==> src/rtl/uart_tx_scheduler.sv <==
// Round-robin two-producer byte scheduler feeding a single UART transmitter.
// Define UART_TX_SCHED_TIMEOUT_EN to add the launch-timeout watchdog (err_timeout).
module uart_tx_scheduler #(
  parameter int DEPTH          = 8,
  parameter int GAP_CYCLES     = 16,
  parameter int TIMEOUT_CYCLES = 1024
) (
  input  logic                   clk,
  input  logic                   reset,
  input  logic                   req0_valid,
  input  logic [7:0]             req0_data,
  output logic                   req0_ready,
  input  logic                   req1_valid,
  input  logic [7:0]             req1_data,
  output logic                   req1_ready,
  output logic [7:0]             uart_tx_data,
  output logic                   uart_tx_enable,
  input  logic                   uart_tx_status,
  output logic [$clog2(DEPTH):0] fifo_level,
  output logic                   busy
`ifdef UART_TX_SCHED_TIMEOUT_EN
  ,
  output logic                   err_timeout
`endif
);

  localparam int AW   = $clog2(DEPTH);
  localparam int MAXG = (GAP_CYCLES > TIMEOUT_CYCLES)
                      ? GAP_CYCLES : TIMEOUT_CYCLES;
  localparam int MAXC = (MAXG > 1) ? MAXG : 1;
  // One down-counter serves both the gap and the launch watchdog.
  localparam int CW   = $clog2(MAXC + 1);

  typedef enum logic [2:0] {
    IDLE,
    LAUNCH,
    WAIT_START,
    WAIT_DONE,
    GAP
  } state_t;

  state_t         state, state_d;
  logic [CW-1:0]  cnt, cnt_d;
  logic [7:0]     data_d;
  logic           st_q, st_s;
  logic [7:0]     mem [DEPTH];
  logic [AW-1:0]  wr_ptr, rd_ptr;
  logic [AW:0]    count;
  logic           prio;
  logic           full, push, pop;
  logic           gnt0, gnt1;
  logic [7:0]     wdata;
`ifdef UART_TX_SCHED_TIMEOUT_EN
  logic           err_d;
`endif

  always_ff @(posedge clk) begin
    if (!reset) begin
      st_q <= 1'b1;
      st_s <= 1'b1;
    end else begin
      st_q <= uart_tx_status;
      st_s <= st_q;
    end
  end

  // Full uses the registered count, so a same-cycle pop never frees a slot.
  assign full  = (count == (AW+1)'(DEPTH));
  assign gnt0  = !full && req0_valid && (!req1_valid || !prio);
  assign gnt1  = !full && req1_valid && (!req0_valid || prio);
  assign push  = gnt0 || gnt1;
  assign wdata = gnt1 ? req1_data : req0_data;

  assign req0_ready = gnt0;
  assign req1_ready = gnt1;
  assign fifo_level = count;
  assign busy       = (state != IDLE) || (count != '0);

  always_ff @(posedge clk) begin
    if (push) mem[wr_ptr] <= wdata;
  end

  always_ff @(posedge clk) begin
    if (!reset) begin
      wr_ptr <= '0;
      rd_ptr <= '0;
      count  <= '0;
      prio   <= 1'b0;
    end else begin
      if (push) wr_ptr <= wr_ptr + AW'(1);
      if (pop)  rd_ptr <= rd_ptr + AW'(1);
      unique case ({push, pop})
        2'b10:   count <= count + (AW+1)'(1);
        2'b01:   count <= count - (AW+1)'(1);
        default: count <= count;
      endcase
      if (gnt0)      prio <= 1'b1;
      else if (gnt1) prio <= 1'b0;
    end
  end

  always_ff @(posedge clk) begin
    if (!reset) begin
      state        <= IDLE;
      cnt          <= '0;
      uart_tx_data <= 8'h00;
`ifdef UART_TX_SCHED_TIMEOUT_EN
      err_timeout  <= 1'b0;
`endif
    end else begin
      state        <= state_d;
      cnt          <= cnt_d;
      uart_tx_data <= data_d;
`ifdef UART_TX_SCHED_TIMEOUT_EN
      err_timeout  <= err_d;
`endif
    end
  end

  always_comb begin
    state_d        = state;
    cnt_d          = cnt;
    data_d         = uart_tx_data;
    pop            = 1'b0;
    uart_tx_enable = 1'b0;
`ifdef UART_TX_SCHED_TIMEOUT_EN
    err_d          = err_timeout;
`endif
    unique case (state)
      IDLE: begin
        if ((count != '0) && st_s) begin
          data_d  = mem[rd_ptr];
          pop     = 1'b1;
          state_d = LAUNCH;
        end
      end
      LAUNCH: begin
        uart_tx_enable = 1'b1;
        state_d        = WAIT_START;
`ifdef UART_TX_SCHED_TIMEOUT_EN
        cnt_d          = CW'(TIMEOUT_CYCLES - 1);
`endif
      end
      WAIT_START: begin
        if (!st_s) begin
          state_d = WAIT_DONE;
`ifdef UART_TX_SCHED_TIMEOUT_EN
        end else if (cnt == '0) begin
          err_d   = 1'b1;
          state_d = IDLE;
        end else begin
          cnt_d   = cnt - CW'(1);
`endif
        end
      end
      WAIT_DONE: begin
        if (st_s) begin
          if (GAP_CYCLES == 0) begin
            state_d = IDLE;
          end else begin
            state_d = GAP;
            cnt_d   = CW'(GAP_CYCLES - 1);
          end
        end
      end
      GAP: begin
        if (cnt == '0) state_d = IDLE;
        else           cnt_d   = cnt - CW'(1);
      end
      default: state_d = IDLE;
    endcase
  end

endmodule

==> config.mk <==
export PLATFORM = sky130hd
export DESIGN_NAME = uart_tx_scheduler
export DESIGN_NICKNAME = d
export VERILOG_FILES = /design/src/rtl/uart_tx_scheduler.sv
export SDC_FILE = /design/constraint.sdc
export NUM_CORES = 1
export LEC_CHECK = 0
export CORE_ASPECT_RATIO = 1.4
export CORE_MARGIN = 1
export CORE_UTILIZATION = 51
export DETAILED_ROUTE_END_ITERATION = 16
export GPL_ROUTABILITY_DRIVEN = 0
export PLACE_DENSITY = 0.83
export SLEW_MARGIN = 30
export SYNTH_ARGS = -nofsm -noshare
export SYNTH_HDL_FRONTEND = slang
export SYNTH_SLANG_ARGS = --single-unit
==> constraint.sdc <==
create_clock -name clk -period 2.4 [get_ports clk]
set_input_delay 0.48 -clock clk [delete_from_list [all_inputs] [get_ports clk]]
set_output_delay 0.48 -clock clk [all_outputs]
set_load 0.005 [all_outputs]
=== Word level (Yosys, flattened, before mapping) ===
Memories as Yosys holds them, arrays and structs flattened. A register that Yosys moved wholly into a read port is not among the register bits.
Cells that the tools add are included.

* Reductions and logical operators: 24
* Eq/ne operators: 12
* Muxes and demuxes: 17
* Add/sub/neg operators: 5

{| class="wikitable"
|+ Operator list
! kind !! count
|-
| 11-bit 2-to-1 mux || 2
|-
| 11-bit case mux with 2 select lines || 1
|-
| 3-bit case mux with 5 select lines || 1
|-
| 3-bit 2-to-1 mux || 4
|-
| 11-bit zero test || 1
|-
| 11-bit by 1-bit subtractor with 11-bit output (second input constant) || 1
|-
| 2-bit != test (second input constant) || 5
|-
| 8-bit 2-to-1 mux || 1
|-
| 4-bit case mux with 2 select lines || 1
|-
| 1-bit 2-to-1 mux || 7
|-
| 3-bit by 1-bit adder with 3-bit output (second input constant) || 2
|-
| 3-bit by 2-bit equality test with 1-bit output (second input constant) || 2
|-
| 2-bit nonzero test || 3
|-
| 1-bit logical AND || 5
|-
| 1-bit zero test || 5
|-
| 4-bit by 1-bit adder with 4-bit output (second input constant) || 1
|-
| 4-bit equality test (second input constant) || 1
|-
| 1-bit logical OR || 4
|-
| 4-bit AND reduction || 1
|-
| 4-bit nonzero test || 1
|-
| 4-bit by 1-bit subtractor with 4-bit output (second input constant) || 1
|-
| 3-bit by 1-bit equality test with 1-bit output (second input constant) || 1
|-
| 3-bit equality test (second input constant) || 1
|-
| 3-bit zero test || 1
|-
| 5 further kinds || 5
|}

* Logic and storage cells: 67
* Bits of input ports: 21
* Memory bits (writable): 64
* Output and inout port bits: 16
* Memories: 1
* Bits in registers: 27

{| class="wikitable"
|+ Memory list
! name !! depth !! bits a word !! rd ports !! clocked after Yosys merged registers in !! write ports !! line !! text
|-
| mem || 8 || 8 || 1 || 1 || 1 || 46 || <nowiki>logic [7:0] mem [DEPTH];</nowiki>
|}

=== Longest topological paths before layout ===
Gate-level depths: netlist of run 1.

* Depth after elaboration: 7
* Mapped depth: 12
* Gate-level depth less buffers: 9

=== Worst setup path before layout of run 1 ===
OpenSTA, ideal clock, no wires.

* Kind: register to register
* Start point: reg count[0] (netlist: fifo_level[0])
* End point: reg count[2] (netlist: fifo_level[2])
* Library setup time: 0.071 ns
* Path buffers: 2
* Clock period less this slack: 2.676 ns
* Path slack: -0.276 ns
* Data required time: 2.329 ns
* Cell stages (with the launch flop): 12
* Arrival time: 2.605 ns
* Cells stage by stage: dfxtp_1 > or4_1 > and3_1 > buf_2 > buf_2 > ha_1 > xor2_1 > ha_1 > a21oi_1 > xor2_1 > or3_1 > a21oi_1

* Elaborated cells on any way between the ends: 17
* Classes of those cells: 2 x add/sub; 3 x eq/ne; 3 x mux; 9 x reduce/logical

{| class="wikitable"
|+ RTL lines
! what !! line !! text
|-
| start: declaration || 48 || <nowiki>logic [AW:0] count;</nowiki>
|-
| start signal: assignment || 93 || <nowiki>2'b10: count <= count + (AW+1)'(1);</nowiki>
|-
| start signal: assignment || 94 || <nowiki>2'b01: count <= count - (AW+1)'(1);</nowiki>
|-
| start signal: assignment || 95 || <nowiki>default: count <= count;</nowiki>
|-
| 4-bit nonzero test (*) || 131 || <nowiki>if ((count != '0) && st_s) begin</nowiki>
|-
| 1-bit logical AND (*) || 131 ||
|-
| 1-bit 2-to-1 mux (*) || 131 ||
|-
| 1-bit 2-to-1 mux (*) || 129 || <nowiki>unique case (state)</nowiki>
|-
| net pop || 50 || <nowiki>logic full, push, pop;</nowiki>
|-
| 2-bit by 1-bit equality test with 1-bit output or 2-bit equality test (tied branches) || 92 || <nowiki>unique case ({push, pop})</nowiki>
|-
| 4-bit case mux with 2 select lines or 2-bit nonzero test (tied branches) || n/a ||
|}

Mark *: on every way through the listed nets, which the timed path passes. The rest lies on a longest branch.
A chain may end at the register's enable or synchronous reset.

=== Final worst setup path of run 1 ===
* Start point: reg count[0] (netlist: fifo_level[0])
* End point: reg count[2] (netlist: fifo_level[2])

* Word-level cells in the longest chain between the ends: 7
* Elaborated cells on any way between the ends: 17
* Classes of those cells: 2 x add/sub; 3 x eq/ne; 3 x mux; 9 x reduce/logical

{| class="wikitable"
|+ Ends and longest elaborated chain
! what !! line !! text
|-
| 4-bit equality test || 68 || <nowiki>assign full = (count == (AW+1)'(DEPTH));</nowiki>
|-
| 1-bit zero test || 69, 70 ||
|-
| 1-bit logical AND (on tied branches) (2 in series) || 69, 70 ||
|-
| 1-bit logical OR || 71 || <nowiki>assign push = gnt0 || gnt1;</nowiki>
|-
| 2-bit by 1-bit equality test with 1-bit output or 2-bit equality test (tied branches) || 92 ||
|-
| 4-bit case mux with 2 select lines or 2-bit nonzero test (tied branches) || n/a ||
|}

Parallel ways exist; a longest one is shown, timed or not.

==> flow_summary.json, run 1 <==
{
  "slowest_delay_ps": 560,
  "first_global_vias": 2526,
  "multi_input_area_sq_mm": 0.00153,
  "n_antenna_cell": 0,
  "antenna_found_initial": 0,
  "grt_overflow": 0,
  "power.leakage_uw": 0.00169,
  "r2r-start": "fifo_level[0]",
  "drive_gt1_share_pct": 21.1,
  "vias_per_cell": 5.82,
  "fin_crit_ps": 2300,
  "most-common-layout-cells": "edfxtp_1, clkdlybuf4s50_1, dfxtp_1",
  "fin_skew_ps": 12.9,
  "die_h_um": 109,
  "clock-root-buffer": "clkbuf_8",
  "cp_top_family": "simple AND/OR/NAND/NOR gates",
  "cts_htree_levels": 3,
  "ys_seq_elements": 99,
  "cp-startpoint": "fifo_level[0]",
  "dieArea_sq_mm": 0.00859,
  "arrival_ps": 2610,
  "clockBufferDepth": 2,
  "hp-class": "reg -> reg",
  "rsz0062_at_grt": "false",
  "wirelength_mm": 7.89,
  "clock.fmax_mhz": 435,
  "holdBufCountCts": 0,
  "run_status": "finished clean",
  "syn_area_per_cell_sq_um": 14.0,
  "clk_latency_ps": 370,
  "crit_slowest_cell": "or4_4",
  "final_common_cell": "edfxtp_1",
  "p_switching_uw": 1500,
  "yosysUniqueCellTypes": 49,
  "slew_headroom_pct": 44.3,
  "drtIter0Drc": 196,
  "cp.required_ps": 2710,
  "wl_per_cell_um": 17.3,
  "crit_chain": "or4_4, and3_4, ha_4, xor2_1, ha_2, a21oi_2, xor2_1, or3_1, a21oi_1",
  "fp-row-count": 38,
  "clkPwrFrac_pct": 21.9,
  "r2r_setup_slack_ps": 100,
  "hold_violations": 0,
  "yosys_warnings": 0,
  "die_w_um": 78.6,
  "cts_tree": "yes",
  "path_clk_slew_ps": 110,
  "ir_worst_vdd_mv": 0.530,
  "grt_use_total_pct": 19.6,
  "hpwl_mm": 5.26,
  "postSynthCellCount": 299,
  "fill_cells": 577,
  "crit_type": "reg -> reg",
  "worst_slew_pin_slew_ps": 832,
  "syn_nets": 327,
  "grt_max_degree": 20,
  "drv_slew": 0,
  "cp_common_cell": "xor2_1",
  "critical_path_buf_inv_count": 0,
  "vias": 2646,
  "maxCapViolCount": 0,
  "critical_path_peak_fanout": 4,
  "p_comb_share_pct": 31.1,
  "p_per_area_mw_per_mm2": 951,
  "hp-start": "st_q",
  "drcViolationCount": 0,
  "synth-seq-area-share_pct": 62.6,
  "pre_cts_ws_ps": -45.0,
  "area_growth_pct": 19.0,
  "min_period_over_period_pct": 95.9,
  "cp-end-kind": "register",
  "syn_area_sq_mm": 0.00419,
  "p_sw_share_pct": 31.6,
  "nNetsFinal": 378,
  "grt_pass1_wl_mm": 12.4,
  "seqPwrFrac_pct": 47.0,
  "start_kind": "register",
  "setup_violations": 0,
  "io_buffers": 36,
  "whs_ps": 434,
  "clock-sinks": 99,
  "start_util_pct": 53.4,
  "regArea_sq_mm": 0.00263,
  "core_area_sq_mm": 0.00785,
  "setup_slack_ps": 98.8,
  "ant_nets": 0,
  "intPower_uw": 3240,
  "ios": 37,
  "firstDrtPassIters": 5,
  "cts_buffers": 9
}
[power by group through the flow]
| stage | Clock, uW | Combinational [uW] | Sequential [uW] |
|---|---|---|---|
| after floorplan | 0 | 1030 | 2230 |
| after global placement | 0 | 1420 | 2260 |
| after detailed placement | 0 | 1460 | 2270 |
| after CTS | 1050 | 1490 | 2230 |
| after global routing | 1120 | 1620 | 2250 |
| final | 1040 | 1480 | 2230 |
[metrics by stage]
step,instances,total power [uW],utilization (%),instance area [sq um],setup TNS (ps)
after floorplan,299,3260,-,4240,-53.3
after global placement,436,3680,60.6,4760,0
after detailed placement,436,3730,60.6,4760,-45.0
after CTS,454,4770,63.3,4960,0
after global routing,455,4990,63.6,4990,0
final,455,4740,63.6,4990,0
[synth_stat cells (all sizes together)]
master,n,area share [%]
nand2b,12,1.8
o21bai,1,0.18
mux4,16,8.6
o21ai,11,1.4
xor2,5,1.0
or4b,2,0.48
a21oi,26,3.1
buf,9,1.0
o211a,1,0.24
a311oi,1,0.21
nand3b,1,0.18
clkbuf,4,0.36
o211ai,4,0.84
xnor2,1,0.21
nand4,1,0.15
or4,5,0.90
nor4b,1,0.21
nand2,10,0.90
mux2i,12,2.9
and4b,1,0.24
a211oi,3,0.54
mux2,8,2.1
nor3b,2,0.48
or3,3,0.60
edfxtp,64,46
a31oi,1,0.15
inv,5,0.45
nand4b,1,0.21
nor2,20,1.8
nor4,2,0.30
dfxtp,35,17
o31ai,4,0.72
a211o,1,0.21
ha,7,2.1
o22ai,1,0.15
o41ai,2,0.42
or2,3,0.45
or3b,1,0.21
nand3,3,0.48
nor3,7,0.84
and3,2,0.30
[timing repair]
action                     4_1_cts  5_1_grt
resized for setup                3        4
hold endpoints to repair         0        0
setup buffers                    3        1
gates cloned                     0        0
setup endpoints to repair        3        2
pin swaps                        1        1
[routing by layer]
metal | vias up | GRT usage (%) | share of wire, %
met5 | - | 0 | 0
met4 | 0 | 8.60 | 1.8
met3 | 17 | 3.85 | 3.6
met2 | 65 | 33.4 | 51
met1 | 1310 | 24.2 | 43
li1 | 1254 | - | -
[final cells by class]
class,instances,area share [%]
Clock inverter,7,1.30
Tap cell,100,2.51
Inverter,5,0.376
Multi-Input combinational cell,182,30.7
Clock buffer,9,2.48
Sequential cell,99,52.8
Timing Repair Buffer,53,9.86
[worst paths after layout]
check | depth (start not counted) | end
max reg2reg | 9 | fifo_level[2]
min reg2reg | 1 | st_s
min | 1 | st_s
max | 9 | fifo_level[2]
[registers in the layout, summed over array words and instances (netlist names)]
register,cells
mem,64
cnt,11
uart_tx_data,8
fifo_level,4
rd_ptr,3
state,3
wr_ptr,3
prio,1
st_q,1
st_s,1
[cell families (layout without fill, tap and decap cells)]
| group | after synthesis | count (layout) | share of synthesized area, % |
|---|---|---|---|
| AOI/OAI and AO/OA | 56 | 56 | 8.15 |
| xor gates and xnor gates | 6 | 6 | 1.25 |
| adders and majority gates | 7 | 7 | 2.09 |
| buffers and inverters | 18 | 74 | 1.82 |
| DFF | 99 | 99 | 62.6 |
| muxes | 36 | 36 | 13.6 |
| and+or+nand+nor | 77 | 77 | 10.5 |
(Power assumes the default switching activity.)
==> run 2, diff against run 1 <==
CORE_UTILIZATION = 54   (was 51)
CTS_BUF_LIST = sky130_fd_sc_hd__clkbuf_8   (was unset)
PLACE_DENSITY = 0.86   (was 0.83)
==> run 2 against run 1 <==
  * Clock power grew 6%
  * Final cell count fell by 0.44%
  * Critical path type unchanged
  * Critical endpoint unchanged
  * Critical path depth unchanged
  * Largest cell class unchanged
  * Maximum frequency is 1.0% higher
  * Flip-flop and latch count did not move
  * Design area rose by 0.25%
  * Hold slack worse by 21 ps
  * Clock skew shrank 1.1 ps
==> flow_summary.json, run 2 (synthesis results as in run 1) <==
{
  "run_status": "finished clean",
  "hpwl_mm": 5.35,
  "cts_tree": "yes",
  "reg.largest.list": "mem: 64 flops, cnt: 11 flops, uart_tx_data: 8 flops",
  "crit_type": "reg -> reg",
  "crit_chain": "or4_4, and3_4, ha_4, xor2_2, ha_2, a21oi_2, xor2_1, or3_1, a21oi_1",
  "min_period_over_period_pct": 94.9,
  "setup_violations": 0,
  "rsz0062_at_grt": "false",
  "critical_path_peak_fanout": 4,
  "die_w_um": 76.5,
  "cts_htree_levels": 3,
  "cp_top_family": "simple AND/OR/NAND/NOR gates",
  "maxCapViolCount": 0,
  "fin_crit_ps": 2280,
  "wl_per_cell_um": 17.4,
  "wl_met2_mm": 4.08,
  "drcViolationCount": 0,
  "worst_slew_pin_slew_ps": 875,
  "clock-sinks": 99,
  "grt_overflow": 0,
  "critical_path_buf_inv_count": 0,
  "drive_gt1_share_pct": 21.6,
  "vias": 2614,
  "wirelength_mm": 7.87,
  "largest_reg_flops": 64,
  "start_kind": "register",
  "crit_slowest_cell": "or4_4",
  "ir_worst_vdd_mv": 0.582,
  "die_h_um": 106,
  "cp.required_ps": 2700,
  "grt_use_total_pct": 21.4,
  "area_growth_pct": 19.3,
  "grt_max_degree": 19,
  "slew_headroom_pct": 41.5,
  "regMostFlops": "mem",
  "fp-row-count": 37,
  "clockBufferDepth": 2,
  "dieArea_sq_mm": 0.00812,
  "fin_skew_ps": 11.8,
  "placedCellCount": 436,
  "hold_violations": 0,
  "start_util_pct": 56.2,
  "ant_nets": 0,
  "drtIter0Drc": 118,
  "nNetsFinal": 379,
  "final_util_pct": 67.1,
  "antenna_found_initial": 0,
  "p_per_area_mw_per_mm2": 964,
  "n_antenna_cell": 0,
  "arrival_ps": 2580,
  "ios": 37,
  "firstDrtPassIters": 4,
  "holdBufCountCts": 0,
  "path_clk_slew_ps": 90,
  "clock.fmax_mhz": 439,
  "clock-root-buffer": "clkbuf_8",
  "cts_buffers": 9,
  "wl_met1_mm": 3.36,
  "grt_pass1_wl_mm": 12.9,
  "first_global_vias": 2650,
  "final_common_cell": "edfxtp_1",
  "io_buffers": 36,
  "vias_per_cell": 5.77,
  "core_area_sq_mm": 0.00745,
  "dr_wl_met3_um": 283,
  "most-common-layout-cells": "edfxtp_1, clkdlybuf4s50_1, dfxtp_1",
  "top_layer": "met4",
  "slowest_delay_ps": 550,
  "clk_latency_ps": 380,
  "fin_cells": 453,
  "whs_ps": 413,
  "drv_slew": 0,
  "cp-end-kind": "register",
  "power.leakage_uw": 0.00169,
  "hp-class": "reg -> reg",
  "r2r_setup_slack_ps": 120
}
-- run 2: cell count changes in the layout (fill, tap and decap cells not counted), sizes merged --
cell / before / now
buf: 17 / 18
bufinv: 0 / 1
clkinv: 1 / 2
clkinvlp: 1 / 0
dlygate4sd2: 1 / 3
dlymetal6s2s: 2 / 0
inv: 10 / 9
-- run 2: per-stage QoR --
| step | setup TNS, ps | setup slack (ps) | cell area [sq um] | power (uW) |
|---|---|---|---|---|
| detailed placement | -51.0 | -51.0 | 4770 | 3740 |
| global route | 0 | 8.50 | 5000 | 5080 |
| global placement | 0 | 30.0 | 4770 | 3680 |
| CTS | 0 | 88.3 | 4990 | 4840 |
| floorplan | -53.3 | -53.3 | 4240 | 3260 |
| finish | 0 | 122 | 5000 | 4820 |
-- run 2: cell type report --
class | instances | area, sq um
Clock inverter | 7 | 81.3
Timing Repair Buffer | 54 | 492
Tap cell | 97 | 121
Clock buffer | 9 | 124
Inverter | 5 | 18.8
Fill cell | 529 | 2450
Sequential cell | 99 | 2630
Multi-Input combinational cell | 182 | 1530
-- run 2: report_power, final --
| part | switching, uW | internal [uW] | leakage, uW | total [uW] |
|---|---|---|---|---|
| logic | 740 | 755 | 0.000711 | 1500 |
| clock network | 597 | 500 | 0.000107 | 1100 |
| registers | 137 | 2090 | 0.000872 | 2230 |
-- run 2: repair_timing --
action,in CTS,in global routing
gates resized for setup,5,2
setup endpoints to repair,3,1
buffers inserted,2,0
pin swaps,2,0
-- run 2: final timing paths --
check / to / startpoint / cells past startpoint
setup reg to reg: fifo_level[2] / fifo_level[0] / 9
hold / removal: st_s / st_q / 1
hold reg to reg: st_s / st_q / 1
setup / recovery: fifo_level[2] / fifo_level[0] / 9
-- run 2: metal layers --
metal | up-vias | global-route usage [%]
met3 | 8 | 5.32
met1 | 1298 | 25.7
li1 | 1258 | -
met5 | - | 0
met4 | 0 | 9.07
met2 | 50 | 36.6
